$ cat src/rtl/myproject_sdiv_pkg.sv
`default_nettype none
// ---------------------------------------------------------------------------
// myproject_sdiv_pkg : shared types and constants for the 32s/18s -> 14s divider
// Revision: 1.0
// ---------------------------------------------------------------------------
package myproject_sdiv_pkg;

  localparam int DIN0_W = 32;
  localparam int DIN1_W = 18;
  localparam int DOUT_W = 14;
  localparam int ITER   = DIN0_W;
  localparam int MAGW   = DIN0_W + 1;
  localparam int CNTW   = $clog2(ITER);
  localparam int QMAX   = 8191;
  localparam int QMIN   = -8192;

  typedef enum logic [1:0] {
    IDLE = 2'd0,
    CALC = 2'd1,
    DONE = 2'd2
  } state_e;

endpackage
`default_nettype wire

$ cat src/rtl/myproject_sat_14s.sv
`default_nettype none
// ---------------------------------------------------------------------------
// myproject_sat_14s : sign+magnitude quotient -> saturated 14-bit signed value
// Revision: 1.0
// ---------------------------------------------------------------------------
module myproject_sat_14s
  import myproject_sdiv_pkg::*;
(
  input  logic              neg_i,
  input  logic [MAGW-1:0]   mag_i,
  output logic [DOUT_W-1:0] q_o,
  output logic              ovf_o
);

  always_comb begin
    q_o   = '0;
    ovf_o = 1'b0;
    if (!neg_i) begin
      if (mag_i > MAGW'(QMAX)) begin
        q_o   = DOUT_W'(QMAX);
        ovf_o = 1'b1;
      end else begin
        q_o   = mag_i[DOUT_W-1:0];
      end
    end else begin
      // -QMIN is the largest magnitude that still fits as a negative value
      if (mag_i > MAGW'(-QMIN)) begin
        q_o   = DOUT_W'(QMIN);
        ovf_o = 1'b1;
      end else begin
        q_o   = ~mag_i[DOUT_W-1:0] + 1'b1;
      end
    end
  end

endmodule
`default_nettype wire

$ cat src/rtl/myproject_sdiv_seq_32s_18s_14s.sv
`default_nettype none
// ---------------------------------------------------------------------------
// myproject_sdiv_seq_32s_18s_14s : iterative restoring signed divider, valid/ready
// Revision: 1.0
// ---------------------------------------------------------------------------
module myproject_sdiv_seq_32s_18s_14s
  import myproject_sdiv_pkg::*;
#(
  parameter int unsigned ID         = 32'd1,
  parameter int          din0_WIDTH = DIN0_W,
  parameter int          din1_WIDTH = DIN1_W,
  parameter int          dout_WIDTH = DOUT_W
) (
  input  logic                  ap_clk,
  input  logic                  ap_rst_n,
  input  logic                  in_valid,
  output logic                  in_ready,
  input  logic [din0_WIDTH-1:0] din0,
  input  logic [din1_WIDTH-1:0] din1,
  output logic                  out_valid,
  input  logic                  out_ready,
  output logic [dout_WIDTH-1:0] quot,
  output logic [din1_WIDTH-1:0] rem,
  output logic                  ovf,
  output logic                  dbz
);

  state_e              state_q;
  logic [CNTW-1:0]     cnt_q;
  logic [MAGW-1:0]     dq_q;
  logic [DIN1_W-1:0]   dmag_q;
  logic [DIN1_W-1:0]   prem_q;
  logic                s0_q, s1_q;
  logic                in_ready_q, out_valid_q, ovf_q, dbz_q;
  logic [DOUT_W-1:0]   quot_q;
  logic [DIN1_W-1:0]   rem_q;

  logic [MAGW-1:0]     w_ext0, w_mag0;
  logic [DIN1_W-1:0]   w_mag1;
  logic [DIN1_W:0]     w_trial, w_diff;
  logic                w_ge;
  logic [DIN1_W-1:0]   prem_d, rem_d;
  logic [MAGW-1:0]     dq_d;
  logic [DOUT_W-1:0]   w_sat_q;
  logic                w_sat_ovf;

  // Magnitudes are one bit wider than the operands so -2^31 and -2^17 stay exact
  assign w_ext0 = {din0[DIN0_W-1], din0};
  assign w_mag0 = din0[DIN0_W-1] ? (~w_ext0 + 1'b1) : w_ext0;
  assign w_mag1 = din1[DIN1_W-1] ? (~din1 + 1'b1) : din1;

  assign w_trial = {prem_q, dq_q[ITER-1]};
  assign w_diff  = w_trial - {1'b0, dmag_q};
  assign w_ge    = (w_trial >= {1'b0, dmag_q});
  assign prem_d  = w_ge ? w_diff[DIN1_W-1:0] : w_trial[DIN1_W-1:0];
  assign dq_d    = {dq_q[MAGW-2:0], w_ge};
  assign rem_d   = s0_q ? (~prem_d + 1'b1) : prem_d;

  myproject_sat_14s u_sat (
    .neg_i (s0_q ^ s1_q),
    .mag_i ({1'b0, dq_d[ITER-1:0]}),
    .q_o   (w_sat_q),
    .ovf_o (w_sat_ovf)
  );

  always_ff @(posedge ap_clk or negedge ap_rst_n) begin
    if (!ap_rst_n) begin
      state_q     <= IDLE;
      cnt_q       <= '0;
      dq_q        <= '0;
      dmag_q      <= '0;
      prem_q      <= '0;
      s0_q        <= 1'b0;
      s1_q        <= 1'b0;
      in_ready_q  <= 1'b0;
      out_valid_q <= 1'b0;
      ovf_q       <= 1'b0;
      dbz_q       <= 1'b0;
      quot_q      <= '0;
      rem_q       <= '0;
    end else begin
      case (state_q)
        IDLE: begin
          in_ready_q <= 1'b1;
          if (in_valid && in_ready_q) begin
            in_ready_q <= 1'b0;
            s0_q       <= din0[DIN0_W-1];
            s1_q       <= din1[DIN1_W-1];
            dq_q       <= w_mag0;
            dmag_q     <= w_mag1;
            prem_q     <= '0;
            cnt_q      <= CNTW'(ITER - 1);
            if (din1 == '0) begin
              // out_valid follows one edge later from DONE
              state_q <= DONE;
              dbz_q   <= 1'b1;
              ovf_q   <= 1'b0;
              rem_q   <= '0;
              quot_q  <= din0[DIN0_W-1] ? DOUT_W'(QMIN) : DOUT_W'(QMAX);
            end else begin
              state_q <= CALC;
            end
          end
        end
        CALC: begin
          prem_q <= prem_d;
          dq_q   <= dq_d;
          cnt_q  <= cnt_q - 1'b1;
          if (cnt_q == '0) begin
            state_q     <= DONE;
            out_valid_q <= 1'b1;
            quot_q      <= w_sat_q;
            ovf_q       <= w_sat_ovf;
            rem_q       <= rem_d;
            dbz_q       <= 1'b0;
          end
        end
        DONE: begin
          if (!out_valid_q) begin
            out_valid_q <= 1'b1;
          end else if (out_ready) begin
            state_q     <= IDLE;
            out_valid_q <= 1'b0;
            in_ready_q  <= 1'b1;
          end
        end
        default: state_q <= IDLE;
      endcase
    end
  end

  assign in_ready  = in_ready_q;
  assign out_valid = out_valid_q;
  assign quot      = quot_q;
  assign rem       = rem_q;
  assign ovf       = ovf_q;
  assign dbz       = dbz_q;

endmodule
`default_nettype wire

$ cat config.mk
export PLATFORM = sky130hd
export DESIGN_NAME = myproject_sdiv_seq_32s_18s_14s
export DESIGN_NICKNAME = d
export VERILOG_FILES = /design/src/rtl/myproject_sdiv_pkg.sv /design/src/rtl/myproject_sat_14s.sv /design/src/rtl/myproject_sdiv_seq_32s_18s_14s.sv
export SDC_FILE = /design/constraint.sdc
export NUM_CORES = 1
export LEC_CHECK = 0
export ABC_AREA = 1
export BUFFER_PORTS_ARGS = -buffer_cell sky130_fd_sc_hd__buf_4
export CAP_MARGIN = 10
export CORE_ASPECT_RATIO = 1.5
export CORE_UTILIZATION = 60
export DETAILED_ROUTE_END_ITERATION = 16
export PLACE_DENSITY = 0.81
export SYNTH_ARGS = -nofsm -noshare
export SYNTH_HDL_FRONTEND = slang
export SYNTH_SLANG_ARGS = --single-unit
$ cat constraint.sdc
create_clock -name ap_clk -period 4.5 [get_ports ap_clk]
set_clock_uncertainty 0.1 [all_clocks]
set_input_delay 0.9 -clock ap_clk [delete_from_list [all_inputs] [get_ports ap_clk]]
set_output_delay 0.9 -clock ap_clk [all_outputs]
set_load 0.01 [all_outputs]
**After elaboration in Yosys (flattened, before gate mapping)**

Cells that the tools add are included.

- Flip-flop bits (word level): 113
- Logic and storage cells: 94

- Add/sub/neg operators: 6
- $lt $le $gt $ge: 3
- Equality and inequality tests: 7
- Mux-type cells: 47
- Bitwise logic cells: 5
- Reduce and logical (&&, ||, !) cells: 13

Operators by type and width:

| kind | number |
|---|---|
| 2-to-1 mux 18 bit | 7 |
| 2-to-1 mux 14 bit | 7 |
| one-hot mux 18 bit (2 select lines) | 2 |
| 2-to-1 mux 32 bit | 2 |
| one-hot mux 32 bit (2 select lines) | 1 |
| adder 18 x 1 -> 18 bit, second input constant | 2 |
| NOT 18 bit | 2 |
| adder 32 x 1 -> 32 bit, second input constant | 1 |
| > comparator 32 x 13 -> 1 bit, second input constant | 1 |
| > comparator 32 x 14 -> 1 bit, second input constant | 1 |
| NOT 32 bit | 1 |
| one-hot mux 14 bit (2 select lines) | 1 |
| greater-or-equal comparator 19 x 18 -> 1 bit | 1 |
| logical NOT 18 bit | 1 |
| subtractor 18 bit | 1 |
| 2-to-1 mux 1 bit | 15 |
| adder 14 x 1 -> 14 bit, second input constant | 1 |
| NOT 14 bit | 1 |
| 2-to-1 mux 2 bit | 5 |
| != test 2 bit, second input constant | 5 |
| one-hot mux 5 bit (2 select lines) | 1 |
| one-hot mux 1 bit (2 select lines) | 4 |
| AND reduction 4 bit | 2 |
| one-hot mux 2 bit (3 select lines) | 1 |
| 11 further kinds | 15 |

**Longest topological paths before layout**

- Depth after elaboration: 7
- Depth in mapped cells: 28

**Modules after synthesis**

Synthesis repeated with hierarchy kept, for this count alone.

- Cells, all modules: 1251
- Area, all modules: 8559.5 µm²

By module, submodules not included:

| module | instances | cells an instance | area an instance (µm²) | sequential area each (µm²) |
|---|---|---|---|---|
| myproject_sdiv_seq_32s_18s_14s | 1 | 1065 | 7669.9 | 2827.7 |
| myproject_sat_14s | 1 | 186 | 889.6 | 0.0 |

**Worst setup path before layout**

OpenSTA, ideal clock, no wires.

- Path type: register to register
- From: reg dmag_q[2]
- To: reg quot_q[5] (netlist: quot[5])
- Library setup time: 66 ps
- Data arrival time: 3074 ps
- Required time: 4334 ps
- Setup slack: 1261 ps
- Stages on the path, launching flop included: 29
- Clock period less this slack: 3239 ps
- Cell sequence: dfrtp_1 inv_1 ha_1 buf_2 nand2_1 nand2_1 inv_1 nand2_2 nand2_2 nand3_2 nand2_4 nand2_4 buf_12 inv_2 ha_1 nand2_1 nor2_1 nand4_1 nor2_1 nand2_1 nor3_2 nand3_1 nand2_1 nand2_1 inv_2 o21ai_0 a21oi_1 o21ai_1 nand2_1

- Word-level cells in the longest chain between the ends: 7
- Elaborated cells between the ends (all ways): 10
- Classes of those cells: add/sub: 1; order compare: 3; mux: 5; bitwise: 1

Ends and longest elaborated chain:

| what | line | text |
|---|---|---|
| start: declaration | myproject_sdiv_seq_32s_18s_14s.sv:31 | `logic [DIN1_W-1:0] dmag_q;` |
| start signal: assignment | myproject_sdiv_seq_32s_18s_14s.sv:90 | `dmag_q <= w_mag1;` |
| greater-or-equal comparator 19 x 18 -> 1 bit (*) | myproject_sdiv_seq_32s_18s_14s.sv:54 | `assign w_ge = (w_trial >= {1'b0, dmag_q});` |
| parallel branches: the longest is 3 deep, another holds > comparator 32 x 13 -> 1 bit | n/a |  |
| 2-to-1 mux 14 bit (*) | myproject_sat_14s.sv:18 | `if (!neg_i) begin` |
| 2-to-1 mux 14 bit (*) | myproject_sdiv_seq_32s_18s_14s.sv:109 | `if (cnt_q == '0) begin` |
| one-hot mux 14 bit (2 select lines) (*) | myproject_sdiv_seq_32s_18s_14s.sv:82 | `case (state_q)` |
| end signal: assignment | myproject_sdiv_seq_32s_18s_14s.sv:99 | `quot_q <= din0[DIN0_W-1] ? DOUT_W'(QMIN) : DOUT_W'(QMAX);` |
| end signal: assignment | myproject_sdiv_seq_32s_18s_14s.sv:112 | `quot_q <= w_sat_q;` |
| end: declaration | myproject_sdiv_seq_32s_18s_14s.sv:35 | `logic [DOUT_W-1:0] quot_q;` |

Mark *: on every way between the ends. The select of a mux whose other input is x is not followed.
A chain may end at the register's enable or synchronous reset.

**Final worst setup path**

- From: reg prem_q[15]
- To: reg quot_q[5] (netlist: quot[5])

- Word-level cells in the longest chain between the ends: 7
- Elaborated cells between the ends (all ways): 10
- Classes of those cells: add/sub: 1; order compare: 3; mux: 5; bitwise: 1

Ends and longest elaborated chain:

| what | line | text |
|---|---|---|
| start: declaration | myproject_sdiv_seq_32s_18s_14s.sv:32 | `logic [DIN1_W-1:0] prem_q;` |
| start signal: assignment | myproject_sdiv_seq_32s_18s_14s.sv:106 | `prem_q <= prem_d;` |
| greater-or-equal comparator 19 x 18 -> 1 bit (*) | myproject_sdiv_seq_32s_18s_14s.sv:54 |  |
| parallel branches: the longest is 3 deep, another holds > comparator 32 x 13 -> 1 bit | n/a |  |
| 2-to-1 mux 14 bit (*) | myproject_sat_14s.sv:18 |  |
| 2-to-1 mux 14 bit (*) | myproject_sdiv_seq_32s_18s_14s.sv:109 |  |
| one-hot mux 14 bit (2 select lines) (*) | myproject_sdiv_seq_32s_18s_14s.sv:82 |  |

Marks and branches as above.

==> flow_summary.yaml <==
worst_hold_path:
  min_path_cells: 2
  min_path_type: "flop to flop"
logic_synthesis:
  synthArstFlopShare_pct: 100
  syn_area_per_cell_um2: 7.10
  ys_seq_area_share_pct: 35.1
  ys_ff_latch: 113
  synth_nets: 1215
  synth_edf_count: 0
  syn_area_um2: 8060
  synth_cell_type_count: 50
  synthCells: 1136
  yosys_warnings: 0
  dominantRegCellSynth: "dfrtp_1"
clocking:
  clockBufferDepth: 2
  ctsResizeCount: 0
  cts_buffers: 17
  clkSinkCount: 113
  cts_tree: "yes"
  clock_latency_ns: 0.41
  post_cts_buffers: 0
  cts_max_level: 4
  root_buffer: "clkbuf_16"
  holdBufCountCts: 0
  clk_pin_slew_ns: 0.06
layout:
  area_delta_synth_final_pct: 17.5
  fin_area_um2: 9470
  final_cell_mix: "nand2_1, inv_1, dfrtp_1"
  multi_input_area_um2: 4470
  register_area_um2: 2830
  final_common_cell: "nand2_1"
  final_cell_count_no_fill: 1389
  n_antenna_cell: 0
  drive_gt1_share_pct: 16.7
  final_net_count: 1296
  utilization_pct: 72.7
  fillers: 1113
worst_setup_path:
  critical_path.n_buffers_inverters: 2
  r2r_slack_ns: 0.73
  crit_chain: "ha_1 > nand2_1 > nand2_1 > a21oi_2 > nand2_2 > nor2_4 > nand2_4 > inv_2 > ha_1 > nand2_1 > nor2_1 > nand4_1 > nor2_1 > nand2_1 > nor3_2 > nand3_1 > nand2_1 > nand2_1 > inv_2 > o21ai_0 > a21oi_1 > o21ai_1 > nand2_1"
  cp-end-kind: "flop"
  cp.arrival_ns: 4.02
  crit_type: "flop to flop"
  cpMostUsedCell: "nand2_1"
  critical_path.slowest_cell: "dfrtp_1"
  cp_num_cells: 23
  critical_path.max_stage_delay_ns: 0.42
  required_ns: 4.76
  worstPathMaxFanout: 12
  start_kind: "flop"
  r2r_cells: 23
  critPathTopFamily: "simple AND/OR/NAND/NOR gates"
routing:
  vias: 7841
  antenna_left: 0
  detail_route.wl_per_cell_um: 16.2
  drtIter0Drc: 365
  drc_errors: 0
  detail_route.first_pass.iterations: 5
  avgViaCountPerCell: 5.65
  postRouteWirelength_mm: 22.5
sta:
  hold_viol: 0
  setup_slack_ns: 0.733
  rsz0062_at_grt: "false"
  setup_violations: 0
  slew_violations: 0
  worstMarginPinSlew_ns: 1.17
  slew_headroom_pct: 22.0
  timing.fmax_ghz: 0.265
  post-route-period-util_pct: 83.7
  setup_tns_ns: 0
  min_period_ns: 3.77
grt:
  overflow: 0
  antenna_found_initial: 0
  grt_pass1_wl_mm: 36.6
  grt_pass1_vias: 7792
  grt_usage_pct: 33.4
  grt_max_degree: 60
floorplanning:
  ioPinCount: 90
  core_area_um2: 13000
  die_h_um: 144
  die_x_um: 96.6
  num_rows: 51
  die-area_um2: 13900
  initial_core_util_pct: 61.9
placed_design:
  dp_slack_ns: 0.784
  hpwl_mm: 16.8
  io_buffers: 89
  dp.cells: 1357
  gp_congestion: 0.923
  postPlaceCellArea_um2: 8830
power:
  power.density_nw_per_um2: 920
  leakagePower_nw: 4.82
  peakVddDrop_mv: 0.475
run:
  maxCapViolCount: 0
status:
  status: "complete, no violations"
==> synthesized netlist by cell type (2+ instances only) <==
master / instances / area, um2
dfrtp_1: 113 / 2830
o21bai_1: 5 / 37.5
ha_1: 24 / 300
nand3_2: 5 / 50.1
o211ai_1: 13 / 97.6
a21oi_1: 34 / 170
nor4_1: 4 / 25.0
nor3_2: 4 / 40.0
nand3_1: 79 / 395
clkbuf_1: 26 / 97.6
inv_2: 17 / 63.8
o21ai_2: 4 / 35.0
o21ai_1: 9 / 45.0
nand4_1: 16 / 100
a31oi_1: 3 / 18.8
buf_6: 3 / 33.8
xnor2_1: 23 / 201
nand3b_1: 2 / 15.0
o221ai_1: 17 / 149
nand2_1: 323 / 1210
nor3_1: 15 / 75.1
nor2_1: 78 / 293
inv_1: 138 / 518
a22o_1: 8 / 70.1
nor2_2: 6 / 37.5
o22ai_1: 9 / 56.3
buf_2: 4 / 20.0
a21oi_2: 2 / 17.5
nand2_2: 19 / 119
or2_2: 5 / 31.3
and2_1: 2 / 12.5
o21ai_0: 70 / 350
nor2_4: 3 / 33.8
xor2_1: 28 / 245
buf_1: 2 / 7.51
nand2_4: 9 / 101
==> state kept, by name, summed over array words and instances (netlist names), 2 cells and up <==
| signal | flops |
|---|---|
| state_q | 2 |
| dmag_q | 18 |
| prem_q | 18 |
| cnt_q | 5 |
| dq_q | 32 |
| quot | 14 |
| rem | 18 |
==> power by group <==
group	internal, mW	total, mW	switching, mW
Sequential	1.51	1.92	0.409
Combinational	1.83	5.34	3.51
Clock	0.960	1.45	0.489
Total	4.30	8.71	4.41
==> final timing paths <==
check                                 from   endpoint
max in group asynchronous         ap_rst_n  dmag_q[8]
worst max-delay path            prem_q[15]    quot[5]
worst min-delay path               rem[11]    rem[11]
min in group asynchronous         ap_rst_n    rem[14]
worst max register to register  prem_q[15]    quot[5]
worst min register to register     rem[11]    rem[11]
==> worst register-to-register path, cell delays in order, from the launching register on <==
cell and delay, ns:
dfrtp_1 0.42, ha_1 0.39, nand2_1 0.14, nand2_1 0.07
a21oi_2 0.13, nand2_2 0.08, nor2_4 0.31, nand2_4 0.08
inv_2 0.13, ha_1 0.21, nand2_1 0.08, nor2_1 0.12
nand4_1 0.13, nor2_1 0.11, nand2_1 0.09, nor3_2 0.16
nand3_1 0.11, nand2_1 0.14, nand2_1 0.18, inv_2 0.13
o21ai_0 0.08, a21oi_1 0.12, o21ai_1 0.08, nand2_1 0.09
==> routing by layer <==
| layer | share of wire, % | global-route usage, % | vias up |
|---|---|---|---|
| met2 | 54 | 63.0 | 239 |
| li1 | - | - | 3864 |
| met4 | 5.2 | 20.7 | 0 |
| met5 | 0 | 0 | - |
| met3 | 3.6 | 5.16 | 71 |
| met1 | 37 | 34.4 | 3667 |
==> per-stage QoR <==
step	hold WS, ns	total power, mW
after global routing	0.400	9.41
after floorplan	0.351	5.72
after CTS	0.381	8.66
final	0.379	8.71
after detailed placement	0.366	7.12
after global placement	0.360	7.03
==> cell type report <==
cell class | count | area share (%)
inverter | 156 | 6.18
tap | 159 | 2.10
timing repair buffer | 98 | 7.90
multi-input combinational | 831 | 47.2
clock buffer | 21 | 4.86
clock inverter | 11 | 1.86
sequential | 113 | 29.9
==> kinds of logic after synthesis <==
kind of cell / after synthesis / share of synthesized area [%]
AND/OR/NAND/NOR: 574 / 32.1
buffers and inverters: 192 / 9.48
AO/OA/AOI/OAI: 180 / 13.6
flip-flops: 113 / 35.1
XOR/XNOR: 51 / 5.54
adder cells (fa/ha/maj): 25 / 3.97
multiplexers: 1 / 0.124
Power figures use the tool's default switching activity.
